$ cat src/rtl/ctrl_pkg.sv
// Shared encodings for the multicycle ARM-subset sequencer.
package ctrl_pkg;

   typedef enum logic [3:0] {
      StFetch    = 4'd0,
      StDecode   = 4'd1,
      StMemAdr   = 4'd2,
      StMemRead  = 4'd3,
      StMemWb    = 4'd4,
      StMemWrite = 4'd5,
      StExecR    = 4'd6,
      StExecI    = 4'd7,
      StAluWb    = 4'd8,
      StBranch   = 4'd9
   } state_t;

   typedef enum logic [3:0] {
      AluAdd = 4'd0,
      AluSub = 4'd1,
      AluAnd = 4'd2,
      AluOrr = 4'd3,
      AluEor = 4'd4,
      AluMov = 4'd5
   } alu_op_t;

   // Instruction class (IR[27:26])
   localparam logic [1:0] OpDp     = 2'd0;
   localparam logic [1:0] OpMem    = 2'd1;
   localparam logic [1:0] OpBranch = 2'd2;

   // Condition codes (IR[31:28])
   localparam logic [3:0] CondEq = 4'b0000;
   localparam logic [3:0] CondNe = 4'b0001;
   localparam logic [3:0] CondCs = 4'b0010;
   localparam logic [3:0] CondCc = 4'b0011;
   localparam logic [3:0] CondMi = 4'b0100;
   localparam logic [3:0] CondPl = 4'b0101;
   localparam logic [3:0] CondVs = 4'b0110;
   localparam logic [3:0] CondVc = 4'b0111;
   localparam logic [3:0] CondHi = 4'b1000;
   localparam logic [3:0] CondLs = 4'b1001;
   localparam logic [3:0] CondGe = 4'b1010;
   localparam logic [3:0] CondLt = 4'b1011;
   localparam logic [3:0] CondGt = 4'b1100;
   localparam logic [3:0] CondLe = 4'b1101;
   localparam logic [3:0] CondAl = 4'b1110;

   // Data-processing command that only updates flags
   localparam logic [3:0] CmdCmp = 4'b1010;

   // ALUSrcB
   localparam logic [1:0] SrcBReg  = 2'd0;
   localparam logic [1:0] SrcBImm  = 2'd1;
   localparam logic [1:0] SrcBFour = 2'd2;

   // ResultSrc
   localparam logic [1:0] ResAluOut = 2'd0;
   localparam logic [1:0] ResRead   = 2'd1;
   localparam logic [1:0] ResAlu    = 2'd2;

   // ImmSrc
   localparam logic [1:0] ImmDp  = 2'd0;
   localparam logic [1:0] ImmMem = 2'd1;
   localparam logic [1:0] ImmBr  = 2'd2;

   // Data-processing cmd field to ALU operation; unsupported commands fall back to ADD.
   function automatic alu_op_t dp_alu_op(input logic [3:0] cmd);
      case (cmd)
         4'b0100: dp_alu_op = AluAdd;
         4'b0010: dp_alu_op = AluSub;
         4'b1010: dp_alu_op = AluSub;
         4'b0000: dp_alu_op = AluAnd;
         4'b1100: dp_alu_op = AluOrr;
         4'b0001: dp_alu_op = AluEor;
         4'b1101: dp_alu_op = AluMov;
         default: dp_alu_op = AluAdd;
      endcase
   endfunction

endpackage

$ cat src/rtl/cond_check.sv
// ARM condition-code evaluation against the stored NZCV flags.
module cond_check
   import ctrl_pkg::*;
(
   input  logic [3:0] cond_i,
   input  logic [3:0] flags_i,
   output logic       cond_ok_o
);

   logic n, z, c, v;
   assign {n, z, c, v} = flags_i;

   // Decode condition field; 1111 is treated as never.
   always_comb begin
      cond_ok_o = 1'b0;
      case (cond_i)
         CondEq:  cond_ok_o = z;
         CondNe:  cond_ok_o = ~z;
         CondCs:  cond_ok_o = c;
         CondCc:  cond_ok_o = ~c;
         CondMi:  cond_ok_o = n;
         CondPl:  cond_ok_o = ~n;
         CondVs:  cond_ok_o = v;
         CondVc:  cond_ok_o = ~v;
         CondHi:  cond_ok_o = c & ~z;
         CondLs:  cond_ok_o = ~c | z;
         CondGe:  cond_ok_o = (n == v);
         CondLt:  cond_ok_o = (n != v);
         CondGt:  cond_ok_o = ~z & (n == v);
         CondLe:  cond_ok_o = z | (n != v);
         CondAl:  cond_ok_o = 1'b1;
         default: cond_ok_o = 1'b0;
      endcase
   end

endmodule

$ cat src/rtl/multicycle_ctrl_fsm.sv
// Multicycle sequencer: state register, NZCV flags register and Moore datapath control decode.
module multicycle_ctrl_fsm
   import ctrl_pkg::*;
(
   input  logic       clk,
   input  logic       rst_n,
   input  logic [1:0] op,
   input  logic [5:0] funct,
   input  logic [3:0] cond,
   input  logic [3:0] Rd,
   input  logic [3:0] alu_flags,
   input  logic       mem_ready,
   output logic       PCWrite,
   output logic       IRWrite,
   output logic       RegWrite,
   output logic       MemWrite,
   output logic       AdrSrc,
   output logic       ALUSrcA,
   output logic [1:0] ALUSrcB,
   output logic [1:0] ResultSrc,
   output logic [1:0] ImmSrc,
   output logic [1:0] RegSrc,
   output logic [3:0] ALUControl,
   output logic [3:0] flags_q,
   output logic [3:0] state_o
);

   state_t     state_q, state_d;
   logic [3:0] flags_d;
   logic       cond_ok;
   logic       pc_write, ir_write, reg_write, mem_write;
   alu_op_t    alu_op;

   logic [3:0] cmd;
   logic       is_cmp;
   assign cmd    = funct[4:1];
   assign is_cmp = (cmd == CmdCmp);

   cond_check u_cond_check (
      .cond_i    (cond),
      .flags_i   (flags_q),
      .cond_ok_o (cond_ok)
   );

   // State and flags registers with synchronous active-low reset.
   always_ff @(posedge clk) begin
      if (!rst_n) begin
         state_q <= StFetch;
         flags_q <= '0;
      end else begin
         state_q <= state_d;
         flags_q <= flags_d;
      end
   end

   // Next-state, flags update and Moore output decode.
   always_comb begin
      state_d   = StFetch;
      flags_d   = flags_q;
      pc_write  = 1'b0;
      ir_write  = 1'b0;
      reg_write = 1'b0;
      mem_write = 1'b0;
      AdrSrc    = 1'b0;
      ALUSrcA   = 1'b0;
      ALUSrcB   = SrcBReg;
      ResultSrc = ResAluOut;
      ImmSrc    = ImmDp;
      RegSrc    = 2'b00;
      alu_op    = AluAdd;

      case (state_q)
         StFetch: begin
            ALUSrcA   = 1'b1;
            ALUSrcB   = SrcBFour;
            ResultSrc = ResAlu;
            ir_write  = mem_ready;
            pc_write  = mem_ready;
            state_d   = mem_ready ? StDecode : StFetch;
         end
         StDecode: begin
            ALUSrcA = 1'b1;
            ALUSrcB = SrcBFour;
            RegSrc  = {(op == OpMem) & ~funct[0], (op == OpBranch)};
            if (!cond_ok || op == 2'd3) begin
               state_d = StFetch;
            end else begin
               case (op)
                  OpMem:    state_d = StMemAdr;
                  OpBranch: state_d = StBranch;
                  default:  state_d = funct[5] ? StExecI : StExecR;
               endcase
            end
         end
         StExecR, StExecI: begin
            ALUSrcB = (state_q == StExecI) ? SrcBImm : SrcBReg;
            ImmSrc  = ImmDp;
            alu_op  = dp_alu_op(cmd);
            if (funct[0] || is_cmp) begin
               flags_d = alu_flags;
            end
            state_d = is_cmp ? StFetch : StAluWb;
         end
         StAluWb: begin
            ResultSrc = ResAluOut;
            reg_write = 1'b1;
            pc_write  = (Rd == 4'd15);
            state_d   = StFetch;
         end
         StMemAdr: begin
            ALUSrcB = SrcBImm;
            ImmSrc  = ImmMem;
            // funct[3] is the U bit: add or subtract the offset
            alu_op  = funct[3] ? AluAdd : AluSub;
            state_d = funct[0] ? StMemRead : StMemWrite;
         end
         StMemRead: begin
            AdrSrc  = 1'b1;
            state_d = mem_ready ? StMemWb : StMemRead;
         end
         StMemWb: begin
            ResultSrc = ResRead;
            reg_write = 1'b1;
            state_d   = StFetch;
         end
         StMemWrite: begin
            AdrSrc    = 1'b1;
            RegSrc    = 2'b10;
            mem_write = 1'b1;
            state_d   = mem_ready ? StFetch : StMemWrite;
         end
         StBranch: begin
            RegSrc    = 2'b01;
            ALUSrcB   = SrcBImm;
            ImmSrc    = ImmBr;
            alu_op    = AluAdd;
            ResultSrc = ResAlu;
            pc_write  = 1'b1;
            state_d   = StFetch;
         end
         default: begin
            state_d = StFetch;
         end
      endcase
   end

   // Architectural writes are suppressed for the whole time reset is held.
   assign PCWrite    = pc_write & rst_n;
   assign IRWrite    = ir_write & rst_n;
   assign RegWrite   = reg_write & rst_n;
   assign MemWrite   = mem_write & rst_n;
   assign ALUControl = alu_op;
   assign state_o    = state_q;

endmodule

$ cat config.mk
export PLATFORM = sky130hd
export DESIGN_NAME = multicycle_ctrl_fsm
export DESIGN_NICKNAME = d
export VERILOG_FILES = /design/src/rtl/ctrl_pkg.sv /design/src/rtl/cond_check.sv /design/src/rtl/multicycle_ctrl_fsm.sv
export SDC_FILE = /design/constraint.sdc
export NUM_CORES = 1
export LEC_CHECK = 0
export ABC_AREA = 1
export CAP_MARGIN = 10
export CORE_UTILIZATION = 35
export DETAILED_ROUTE_END_ITERATION = 10
export GPL_ROUTABILITY_DRIVEN = 0
export PLACE_DENSITY = 0.8
export SKIP_CTS_REPAIR_TIMING = 1
export SLEW_MARGIN = 20
export SYNTH_ARGS = -nofsm -noshare
export SYNTH_HDL_FRONTEND = slang
export SYNTH_HIERARCHICAL = 1
export SYNTH_SLANG_ARGS = --single-unit
$ cat constraint.sdc
create_clock -name clk -period 1.25 [get_ports clk]
set_input_delay 0.25 -clock clk [delete_from_list [all_inputs] [get_ports clk]]
set_output_delay 0.25 -clock clk [all_outputs]
set_load 0.01 [all_outputs]
Word level (Yosys, flattened, before mapping)
Cells that the tools add are included.
{ "totals": {"out_inout_bits": 26, "inputBits": 23, "reg_bits": 8, "elab_cells": 88, "mem_bits_rw": 0, "latch_bits": 0, "mem_bits_ro": 0, "mem_count": 0} }
{ "op_classes": {"mul": 0, "bitwise": 14, "n_lt_le_gt_ge": 0, "shift": 0, "n_mux": 24, "eq_ne": 34, "n_div": 0, "addsub": 0, "n_reduce_logical": 14} }
{ "ops": {"columns": ["op", "count"], "rows": [
  ["$eq 4x4->1 const B", 13],
  ["$eq 4x3->1 const B", 8],
  ["$pmux 4 s6", 1],
  ["$eq 4x2->1 const B", 5],
  ["$pmux 1 s15", 1],
  ["$pmux 3 s5", 1],
  ["$reduce_or 2->1", 7],
  ["$eq 4x1->1 const B", 3],
  ["$logic_not 4->1", 3],
  ["$pmux 2 s3", 2],
  ["$mux 1", 9],
  ["$mux 3", 3],
  ["$mux 4", 2],
  ["$pmux 2 s2", 2],
  ["$pmux 4 s2", 1],
  ["$and 1x1->1", 7],
  ["$pmux 3 s2", 1],
  ["$not 1->1", 5],
  ["$eq 2x2->1 const B", 2],
  ["$pmux 1 s3", 1],
  ["$eq 2x1->1 const B", 1],
  ["$logic_or 1x1->1", 2],
  ["$or 1x1->1", 2],
  ["$reduce_and 2->1", 1],
  ["3 further kinds", 3]
]} }

Longest topological paths before layout
Gate-level depths: netlist of run 1.
{ "logic_depth": {"ltp_word": 7, "depth_mapped": 16, "ltp_nobuf": 16} }

By module
The synthesis of run 1 kept the hierarchy.
{ "by_module_without_submodules": {"columns": ["mod", "seq_area_each_um2", "instances", "area_per_inst_um2", "cells_each"], "rows": [
  ["multicycle_ctrl_fsm", 160.2, 1, 735.7, 128],
  ["cond_check", 0.0, 1, 229.0, 55]
]} }

Least setup slack after synthesis of run 1
OpenSTA, ideal clock, no wires.
{ "synth_path": {"path_kind": "register to register", "from": "register flags_q[3]", "to": "register state_q[0] (netlist: state_o[0])", "t_required_ns": 1.186, "path_stages_with_launch": 17, "t_arrival_ns": 1.384, "synth_period_minus_slack_ns": 1.448, "setup_time_ns": 0.064, "path_buffers": 0, "slack_ns": -0.198, "path_cell_list": "dfxtp_1 > inv_1 > nand2_1 > nand3_1 > nand2_1 > nand2_1 > nand2_1 > nor2_1 > nand2_1 > inv_1 > nor2_1 > inv_1 > nor2_1 > nand2_1 > nand2_1 > nor2_1 > nor2_1"} }
{ "synth_via": {"elab_chain_cells": 7, "word_cells_on_any_way": 10, "classes_between": "eq/ne (2); mux (3); bitwise (3); reduce/logical (2)"} }
{ "synth_lines": {"columns": ["element", "line_no", "source"], "rows": [
  ["start, declared", "multicycle_ctrl_fsm.sv:24", "output logic [3:0] flags_q,"],
  ["start signal, assigned", "multicycle_ctrl_fsm.sv:52", "flags_q <= flags_d;"],
  ["$ne 1x1->1 / $eq 1x1->1 (equally long branches)", null, null],
  ["$or 1x1->1 / $and 1x1->1 (equally long branches)", "cond_check.sv:30, cond_check.sv:29", null],
  ["$pmux 1 s15 *", "cond_check.sv:16", "case (cond_i)"],
  ["named net cond_ok", "multicycle_ctrl_fsm.sv:30", "logic cond_ok;"],
  ["$logic_not 1->1 *", "multicycle_ctrl_fsm.sv:85", "if (!cond_ok || op == 2'd3) begin"],
  ["$logic_or 1x1->1 *", "multicycle_ctrl_fsm.sv:85", null],
  ["$mux 4 *", "multicycle_ctrl_fsm.sv:85", null],
  ["$pmux 4 s6 *", "multicycle_ctrl_fsm.sv:72", "case (state_q)"],
  ["end signal, assigned", "multicycle_ctrl_fsm.sv:48", "state_q <= StFetch;"],
  ["end signal, assigned", "multicycle_ctrl_fsm.sv:51", "state_q <= state_d;"],
  ["end, declared", "multicycle_ctrl_fsm.sv:28", "state_t state_q, state_d;"]
]} }
The timed path passes the listed nets; every way through them passes the cells marked *.
A chain may end at the register's enable or synchronous reset.

Worst setup path in the final report of run 1
{ "layout_path": {"from": "register state_q[1] (netlist: state_o[1])", "to": "output port PCWrite"} }
{ "layout_via": {"elab_chain_cells": 3, "word_cells_on_any_way": 5, "classes_between": "eq/ne (2); mux (1); bitwise (1); reduce/logical (1)"} }
{ "layout_lines": {"columns": ["element", "line_no", "source"], "rows": [
  ["$eq 4x4->1 / $logic_not 4->1 (equally long branches)", "multicycle_ctrl_fsm.sv:72", null],
  ["$pmux 1 s3 *", "multicycle_ctrl_fsm.sv:72", null],
  ["$and 1x1->1 *", "multicycle_ctrl_fsm.sv:148", "assign PCWrite = pc_write & rst_n;"],
  ["end, declared", "multicycle_ctrl_fsm.sv:13", "output logic PCWrite,"]
]} }
Mark *: on every way between the ends. The rest lies on a longest branch, timed or not.

==> out/qor.yml, run 1 <==
power:
  p_per_area_nw_per_um2: 476.7
  ir_worst_vdd_mv: 0.3424
  p_sw_uw: 316.4
  swShare_pct: 34.97
  p_total_uw: 904.7
  pwr-share-clk_pct: 21.5
  seqPwrFrac_pct: 29.3
  combPwrFrac_pct: 49.2
  internal-power_uw: 588.3
  p_leak_uw: 0.001175
synthesis:
  async_flop_share_pct: 0
  synth_area_um2: 964.7
  synth_edf_count: 0
  synth-seq-cells: 8
  yosysWarnings: 6
  ys_seq_area_share_pct: 16.60
  syn_inst: 183
  syn_nets: 210
  synth_cell_types: 24
  avgSynthCellArea_um2: 5.271
  synth-main-ff-cell: "dfxtp_1"
worst_setup_path:
  worstSetupEndpointType: "primary output"
  r2r_slack_ns: -0.13
  timing.rr.end: "state_o[0]"
  r2r-start: "flags_q[3]"
  crit_path_start_kind: "flip-flop"
  crit_type: "reg -> out"
  r2r_cells: 15
  critPathMaxFanout: 4
  worstPathRequired_ns: 1.00
  startpoint: "state_o[1]"
  arrival_ns: 1.35
clock_network:
  cts_tree: "done"
  cts_made_buffers: 3
  cts_root_buffer: "clkbuf_4"
  path_clk_slew_ns: 0.05
  htreeDepth: 1
  clock_path_buffers: 2
  cts.sinks: 8
  clkLatencyLatePin_ns: 0.25
grt:
  grt_usage_pct: 21.88
  grt_pass1_wl_um: 4719
  antenna_found_initial: 0
  grt_pass1_vias: 1191
  overflow: 0
  grt_max_degree: 10
placed_design:
  place_area_um2: 1727
  place_ws_ns: -0.7506
  dpl.hpwl_um: 2389
  io_buffers: 47
detailed_routing:
  viasPerCell: 4.774
  drc: 0
  wl_per_cell_um: 11.59
  drtIter0Drc: 30
  wl_um: 3441
  antenna_left: 0
  first_pass_iters: 4
  vias: 1418
status:
  failed_checks: "negative setup slack"
  outcome: "finished, violations left"
floorplan:
  fp.coreArea_um2: 2545
  die_h_um: 54.50
  io_pins: 49
  die_w_um: 54.50
  start_util_pct: 37.91
  num_rows: 18
  dieArea_um2: 2970
timing:
  min_period_ns: 1.604
  max_freq_mhz: 623.3
  grt_setup_unrepaired: "true"
  tns_ns: -4.337
  setup_slack_ns: -0.3545
  period_share_pct: 128.4
  final-setup-viol-count: 21
  finalMaxSlewViolations: 0
  skew_ns: 0.003803
  hold_viol: 0
layout:
  regArea_um2: 185.2
  final_area_um2: 1898
  finalNetCount: 296
  multi_input_area_um2: 758.2
  fillers: 206
  drive_gt1_share_pct: 40.07
  n_antenna_cell: 0
  area.growth.synth_to_final_pct: 96.76
worst_hold_path:
  min_to: "state_o[3]"
  min_from: "funct[4]"
  min_path_type: "in -> reg"
  whs_path_depth: 4
flow_run:
  cap_violations: 0
[cells in the mapped netlist, types with 2 or more instances]
cell type	count	share of area [%]
nor2_4	2	2.3
o21ai_0	8	4.2
buf_4	2	1.6
dfxtp_1	8	17
nand2_1	45	18
nor3_1	3	1.6
ha_1	4	5.2
nor2_1	33	13
a21oi_1	6	3.1
nand3_1	21	11
clkinv_1	2	0.78
nand2_2	3	1.9
inv_1	35	14
[stage by stage]
stage	hold WS (ns)	util (%)	instances
2_1_floorplan	0.3610	-	183
3_3_place_gp	0.6042	67.85	292
3_5_place_dp	0.6097	67.85	292
4_1_cts	0.6219	68.73	295
5_1_grt	0.4708	74.58	297
6_report	0.4625	74.58	297
[flip-flops by register name (all words and copies together) (netlist names)]
signal / cells
flags_q: 4
state_o: 4
[layer usage]
metal / part of all wire (%) / vias up / track usage (%) / wire, um
met5: 0 / - / 0 / 0
met4: 1.9 / 0 / 3.846 / 67
met3: 4.3 / 8 / 5.278 / 149
met2: 51 / 40 / 38.21 / 1740
met1: 43 / 638 / 27.18 / 1484
li1: - / 732 / - / -
[cells in the final DEF, fill, tap and decap left out, drive strengths merged, types with 2 or more instances in the layout]
cell type,netlist,routed
dfxtp,8,8
nor2,35,35
a21oi,7,7
inv,36,36
ha,4,4
clkbuf,0,5
dlymetal6s2s,0,18
clkdlybuf4s50,0,12
clkinv,2,2
nor3,3,3
nand2,48,48
nand3,22,22
o21ai,9,9
buf,3,52
[logic make-up (layout without fill, tap and decap cells)]
family	count (synthesis)	count (layout)	synth area share, %
DFF	8	8	16.60
and+or+nand+nor	111	111	50.20
other	1	1	0.3887
adders and majority gates	4	4	5.188
AOI/OAI and AO/OA	18	18	10.12
buffers and inverters	41	125	17.51
[power groups by stage]
stage	logic (uW)	registers [uW]	clock network (uW)
after floorplan	157	272	0
after global placement	395	270	0
after detailed placement	399	270	0
after CTS	401	265	199
after global routing	482	265	226
final	445	265	194
[worst max path at each step]
stage                 end  slack, ns  depth (start not counted)
6_report          PCWrite      -0.35                          8
5_1_grt           PCWrite      -0.43                          8
4_1_cts         RegSrc[0]      -0.78                          6
3_5_place_dp    RegSrc[0]      -0.75                          6
3_3_place_gp    RegSrc[0]      -0.76                          6
2_1_floorplan  state_o[1]      -0.05                         14
[layout make-up]
cell class	count	area share, %
well taps	30	1.978
inverters	38	8.042
clock buffers	3	1.187
multi-input cells	134	39.95
flip-flops and latches	8	9.756
repair buffers	84	39.09
[critical path: stages (launching register included)]
cell and delay, ns:
dfxtp_4 0.36, inv_4 0.09, nand2_4 0.07, nor3_4 0.19, nand2_1 0.08, nand3_1 0.10, nand2_1 0.05, inv_1 0.06
buf_6 0.10
No activity file was read; power rests on OpenSTA's default activity.
==> run 2: changes to the inputs <==
--- a/config.mk
+++ b/config.mk
@@ -6,7 +6,6 @@
 export NUM_CORES = 1
 export LEC_CHECK = 0
 export ABC_AREA = 1
-export CAP_MARGIN = 10
 export CORE_UTILIZATION = 35
 export DETAILED_ROUTE_END_ITERATION = 10
 export GPL_ROUTABILITY_DRIVEN = 0
==> results of run 2 <==
Final layout, timing and power as in run 1 (identical DEF).
